===== src/rtl/gray_chk_pkg.sv =====
`default_nettype none
// ============================================================================
// Module   : gray_chk_pkg
// Brief    : Shared state encoding and default widths for the Gray checker.
// Revision : 1.0
// ============================================================================
package gray_chk_pkg;

    localparam int DEF_N  = 8;
    localparam int DEF_CW = 16;

    typedef enum logic [1:0] {
        SYNC  = 2'd0,
        TRACK = 2'd1,
        FAULT = 2'd2
    } state_t;

endpackage : gray_chk_pkg
`default_nettype wire


===== src/rtl/gray_to_bin.sv =====
`default_nettype none
// ============================================================================
// Module   : gray_to_bin
// Brief    : Combinational N-bit Gray to binary decode.
// Revision : 1.0
// ============================================================================
module gray_to_bin #(
    parameter int N = 8
) (
    input  logic [N-1:0] gray_i,
    output logic [N-1:0] bin_o
);

    // Each binary bit is the XOR of all Gray bits at or above it.
    always_comb begin
        bin_o = '0;
        for (int i = 0; i < N; i++) begin
            bin_o[i] = ^(gray_i >> i);
        end
    end

endmodule : gray_to_bin
`default_nettype wire


===== src/rtl/gray_chk_nbits.sv =====
`default_nettype none
// ============================================================================
// Module   : gray_chk_nbits
// Brief    : Gray counter self-check: decode, +1 step check, wrap and error
//            reporting. Define GRAY_CHK_PIPE_EN for an input register stage.
// Revision : 1.0
// ============================================================================
module gray_chk_nbits
    import gray_chk_pkg::*;
#(
    parameter int N  = DEF_N,
    parameter int CW = DEF_CW
) (
    input  logic          clk,
    input  logic          rst,
    input  logic [N-1:0]  gray_in,
    input  logic          gray_vld,
    input  logic          clr,
    output logic [N-1:0]  bin_out,
    output logic          bin_vld,
    output logic          wrap,
    output logic          err,
    output logic          locked,
    output logic          fault,
    output logic [CW-1:0] err_cnt
);

    logic [N-1:0]  gray_s;
    logic          vld_s;
    logic [N-1:0]  bin_w;
    logic [N-1:0]  exp_w;

    state_t        state_q, state_d;
    logic [N-1:0]  prev_q, prev_d;
    logic [N-1:0]  bin_q, bin_d;
    logic          bin_vld_q, bin_vld_d;
    logic          wrap_q, wrap_d;
    logic          err_q, err_d;
    logic [CW-1:0] cnt_q, cnt_d;

`ifdef GRAY_CHK_PIPE_EN
    logic [N-1:0]  gray_q;
    logic          vld_q;

    // clr flushes the staged sample so both builds drop the same samples.
    always_ff @(posedge clk) begin
        if (rst || clr) begin
            gray_q <= '0;
            vld_q  <= 1'b0;
        end else begin
            gray_q <= gray_in;
            vld_q  <= gray_vld;
        end
    end

    assign gray_s = gray_q;
    assign vld_s  = vld_q;
`else
    assign gray_s = gray_in;
    assign vld_s  = gray_vld;
`endif

    gray_to_bin #(
        .N (N)
    ) u_dec (
        .gray_i (gray_s),
        .bin_o  (bin_w)
    );

    assign exp_w = prev_q + N'(1);

    always_comb begin
        state_d   = state_q;
        prev_d    = prev_q;
        bin_d     = bin_q;
        bin_vld_d = 1'b0;
        wrap_d    = 1'b0;
        err_d     = 1'b0;
        cnt_d     = cnt_q;
        if (clr) begin
            state_d = SYNC;
            cnt_d   = '0;
        end else if (vld_s) begin
            bin_d     = bin_w;
            bin_vld_d = 1'b1;
            prev_d    = bin_w;
            case (state_q)
                TRACK, FAULT: begin
                    wrap_d = (&prev_q) && (bin_w == '0);
                    if (bin_w != exp_w) begin
                        err_d   = 1'b1;
                        state_d = FAULT;
                        if (cnt_q != '1) begin
                            cnt_d = cnt_q + CW'(1);
                        end
                    end
                end
                default: begin
                    state_d = TRACK;
                end
            endcase
        end
    end

    always_ff @(posedge clk) begin
        if (rst) begin
            state_q   <= SYNC;
            prev_q    <= '0;
            bin_q     <= '0;
            bin_vld_q <= 1'b0;
            wrap_q    <= 1'b0;
            err_q     <= 1'b0;
            cnt_q     <= '0;
        end else begin
            state_q   <= state_d;
            prev_q    <= prev_d;
            bin_q     <= bin_d;
            bin_vld_q <= bin_vld_d;
            wrap_q    <= wrap_d;
            err_q     <= err_d;
            cnt_q     <= cnt_d;
        end
    end

    assign bin_out = bin_q;
    assign bin_vld = bin_vld_q;
    assign wrap    = wrap_q;
    assign err     = err_q;
    assign locked  = (state_q == TRACK);
    assign fault   = (state_q == FAULT);
    assign err_cnt = cnt_q;

endmodule : gray_chk_nbits
`default_nettype wire


===== config.mk =====
export PLATFORM = sky130hd
export DESIGN_NAME = gray_chk_nbits
export DESIGN_NICKNAME = d
export VERILOG_FILES = /design/src/rtl/gray_chk_pkg.sv /design/src/rtl/gray_to_bin.sv /design/src/rtl/gray_chk_nbits.sv
export SDC_FILE = /design/constraint.sdc
export NUM_CORES = 1
export LEC_CHECK = 0
export ABC_AREA = 1
export BUFFER_PORTS_ARGS = -buffer_cell sky130_fd_sc_hd__buf_4
export CAP_MARGIN = 25
export CORE_ASPECT_RATIO = 0.8
export CORE_MARGIN = 3
export CORE_UTILIZATION = 50
export CTS_CLUSTER_SIZE = 10
export DETAILED_ROUTE_END_ITERATION = 7
export GPL_TIMING_DRIVEN = 0
export PLACE_DENSITY_LB_ADDON = 0.2
export REMOVE_ABC_BUFFERS = 1
export SETUP_SLACK_MARGIN = 0.4
export SLEW_MARGIN = 20
export SYNTH_ARGS = -nofsm -noshare
export SYNTH_HDL_FRONTEND = slang
export SYNTH_SLANG_ARGS = --single-unit

===== constraint.sdc =====
create_clock -name clk -period 1.8 [get_ports clk]
set_input_delay 0.18 -clock clk [delete_from_list [all_inputs] [get_ports clk]]
set_output_delay 0.18 -clock clk [all_outputs]
set_load 0.02 [all_outputs]

== Word level (Yosys, flattened, before mapping) ==
Index checks and enable logic that the tools add are counted.
Storage, ports and cells
  register bits after elaboration: 29
  output and inout port bits: 29
  word-level logic and storage cells: 37
Operators by class
  add/sub/neg operators: 2
  equality and inequality tests: 5
  mux-type cells: 4
  bitwise operators: 3
  reduce and logical (&&, ||, !) cells: 17
Operators with widths (count)
  parity 8 bit: 8
  adder 16 x 1 -> 16 bit (second input constant): 1
  inequality test 16 bit (second input constant): 1
  adder 8 x 1 -> 8 bit (second input constant): 1
  zero test 8 bit: 1
  inequality test 8 bit: 1
  AND reduction 8 bit: 1
  2-to-1 mux 2 bit: 2
  AND reduction 2 bit: 2
  AND reduction 4 bit: 1
  OR reduction 2 bit: 2
  OR reduction 4 bit: 1
  inverter 1 bit: 3
  == test 2 x 1 -> 1 bit (second input constant): 1
  == test 2 bit (second input constant): 1
  2-to-1 mux 1 bit: 2
  inequality test 2 bit (second input constant): 1
  logical AND 1 bit: 1

== Depth between registers and ports, before layout ==
  depth after elaboration: 4
  mapped depth: 16
  mapped depth without buffers: 15

== Hierarchy ==
A second synthesis with hierarchy kept.
Unflattened totals
  cells, all modules: 342
  area, all modules: 2239.6 um^2
Modules (own cells, without submodules)
  gray_chk_nbits: times used 1, cells each 271, area an instance 1924.3 um^2, sequential area each 580.6 um^2
  gray_to_bin: times used 1, cells each 71, area an instance 315.3 um^2, sequential area each 0.0 um^2

== Least setup slack after synthesis ==
Ideal clock, no wire load.
  path kind: reg2reg
  start: reg bin_out[1] (netlist name)
  end: reg cnt_q[0] (netlist: err_cnt[0])
  setup time: 0.117 ns
  arrival: 1.794 ns
  data required time: 1.683 ns
  setup slack: -0.112 ns
  stages on the path, launching flop included: 16
  period minus slack after synthesis: 1.912 ns
  cells stage by stage: dfxtp_1 > ha_1 > nand2_1 > nor2_2 > nand2_1 > nand2_1 > nand2_1 > nand2_2 > nand3b_4 > nor2_4 > nand3_4 > buf_6 > nand3_2 > nand2_1 > nand2_1 > nor2_1
RTL lines
  end signal: assignment: line gray_chk_nbits.sv:121  | cnt_q <= cnt_d;
  end: declaration: line gray_chk_nbits.sv:39  | logic [CW-1:0] cnt_q, cnt_d;

==> metrics <==
Max VDD drop 0.000471 V; Commonest cells post-synth 121 x nand2_1, 50 x inv_1, 42 x nor2_1, 32 x nand3_1, 29 x dfxtp_1; Root Buffer clkbuf_8; I/O pin cnt 41; HP Class in -> reg; pwr/cell area 600 mW/mm^2; Inserted Clock Buffers 5; Max Freq 520 MHz; CP arrival 2140 ps; DRT Pass-1 Iters 5; Hold Fails Final Rpt 0; routed vias/inst 5.41; CP Capture Type flip-flop; Row Count 20; antenna cells 0; Fin Setup TNS -1570 ps; violated checks setup timing; largest area contributor in the netlist dfxtp_1; via count 2,595; area share of the largest cell type after synthesis 26.6%; fin crit period 1920 ps; yosys warns 0; vias in the first global route 2,381; Critical Path RT 2020 ps; Final Skew 5.10 ps; Starting Density 54.5%; Routed Wire Length 6550 um; antenna violations before repair 0; die area 0.00520 sq mm; ys async rst share 0%; met2 Use GR 41.5%; grt ovf 0; Mapped Cells 368; Area Growth Syn to Fin 36.6%; flops & latches, synth 29; Setup-failing EPs final 19; CTS tree built; Top FF cell, synth dfxtp_1; mapped cell area 0.00218 sq mm; count leader, synth nand2_1; gpl congestion 0.875; Worst-Skew Late Latency 280 ps; Setup WS post-layout -122 ps; Routed WL per cell 13.7 um; CTS Buffer Depth 2; DR iter-0 viols 259; Crit Path Class reg -> reg; Tot GR Track Use 25.6%; status finished, violations left; Max-Cap Viols 0; CP Launch Type flip-flop; largest net degree at the start of global routing 32; number of enable-type register cells in the synthesized netlist 0; H-tree depth 2; clock-pin slew on the worst setup and hold paths 70 ps; Die W 79.8 um; Max Slew Vio Count 0; LEAKAGE 1.39 nW; FILL cells 315; Post-CTS Hold Buffers 0; # nets final 441; DRC violations left 0; met1 usage 34.4%; ranking of synthesized cells by area dfxtp_1 27%, nand2_1 21%, inv_1 8.6%; worst slew pin tran 529 ps; Tcrit/Tclk final 107%; port bufs 40; pre-CTS setup slack -390 ps; met3 GRT Util 5.14%; height of the die 65.1 um; Seq/Total Area, Yosys 26.6%; core area 0.00400 sq mm; remaining antenna violation count 0; unrepaired setup endpoints after global routing yes; share of layout cells above drive strength 1 32.5%; HPWL after detailed placement 3930 um; slew margin rel. 64.7%; clock sinks 29; GRT busiest layer met2; first-pass GRT wire length 10,500 um; synth unique cells 29; Post-Syn Area per Cell 5.93 sq um; Crit Path Max Fanout 8
-- power by group --
group	internal [mW]	switching [mW]
sequential	0.660	0.0265
combinational	0.191	0.310
clock	0.345	0.254
-- sequential cells by signal, summed over array words and instances (netlist names) --
| register | cells |
|---|---|
| bin_vld | 1 |
| err | 1 |
| wrap | 1 |
| state_q | 2 |
| bin_out | 8 |
| err_cnt | 16 |
-- worst max-delay path, stage by stage (launching register included) --
cell,delay [ps]
dfxtp_4,380
ha_4,150
buf_4,110
nand3_2,80
nand2_2,80
nand2_2,70
xnor2_2,200
nand2_2,80
nor2_4,110
buf_6,140
nand3_4,160
nand2_4,130
o21ai_1,60
nor2_1,110
-- metal layers --
layer,up-vias,share of wire [%]
li1,1278,-
met1,1142,42
met3,17,11
met2,158,45
met5,-,0
met4,0,2.0
-- per-stage QoR --
step           power, mW  hold WS [ps]  cell area (sq um)  std cells  utilization [%]
2_1_floorplan      0.936           276               2130        360                -
3_3_place_gp        1.04           459               2500        455             62.3
5_1_grt             1.87           189               2980        480             74.4
4_1_cts             1.75           173               2880        478             72.0
6_report            1.79           181               2980        480             74.4
3_5_place_dp        1.05           457               2500        455             62.3
-- what timing repair did --
item,in CTS,in global routing
gates resized for setup,41,24
pin swaps,13,14
buffers inserted,12,2
setup endpoints to repair,20,20
gates cloned,3,0
endpoints found under the hold margin,0,0
-- layout make-up --
class                      instances  area [sq um]  share of cell area, %
clock buffer                       7          96.3                   3.23
clock inverter                     1          5.00                  0.168
inverter                          64           245                   8.23
multi-input combinational        270          1550                   51.9
sequential                        29           598                   20.1
tap                               55          68.8                   2.31
timing repair buffer              54           420                   14.1
-- cell usage in the layout (no fill, tap or decap) --
| master | n |
|---|---|
| dfxtp_2 | 8 |
| nor3_1 | 2 |
| xnor2_2 | 1 |
| ha_2 | 1 |
| nand2_4 | 4 |
| a21oi_2 | 1 |
| nand3_1 | 26 |
| nand3_4 | 6 |
| a21oi_1 | 6 |
| o21ai_1 | 1 |
| nor2_4 | 5 |
| nand4_1 | 17 |
| clkinv_2 | 1 |
| xor2_1 | 2 |
| nand2_1 | 113 |
| a21boi_2 | 1 |
| nand2_2 | 11 |
| ha_4 | 3 |
| nor3_4 | 1 |
| buf_6 | 4 |
| nor4_1 | 2 |
| nor4_2 | 1 |
| clkinv_1 | 7 |
| nand3b_4 | 1 |
| dfxtp_4 | 2 |
| buf_4 | 50 |
| nand3_2 | 10 |
| inv_6 | 1 |
| o21ai_0 | 9 |
| nor2_2 | 6 |
| inv_1 | 46 |
| inv_2 | 10 |
| o21ai_2 | 1 |
| nor3_2 | 2 |
| clkbuf_8 | 7 |
| dfxtp_1 | 19 |
| ha_1 | 1 |
| nor2_1 | 36 |
-- final timing paths --
kind                                 from                 endpoint  slack, ps  cells past startpoint
setup / recovery  bin_out[0]$_SDFFE_PP0P_  err_cnt[2]$_SDFFE_PP0P_       -120                     13
hold / removal                        rst       bin_vld$_SDFF_PP0_        180                      2
setup reg to reg  bin_out[0]$_SDFFE_PP0P_  err_cnt[2]$_SDFFE_PP0P_       -120                     13
hold reg to reg   state_q[1]$_SDFFE_PP0P_  state_q[1]$_SDFFE_PP0P_        530                      2
-- cell families after synthesis --
group | share of synthesized area [%]
buffers and inverters | 13.5
adders and majority gates | 2.87
and+or+nand+nor | 51.3
AOI/OAI and AO/OA | 4.47
DFF | 26.6
xor gates and xnor gates | 1.21
No activity file was read; power rests on OpenSTA's default activity.
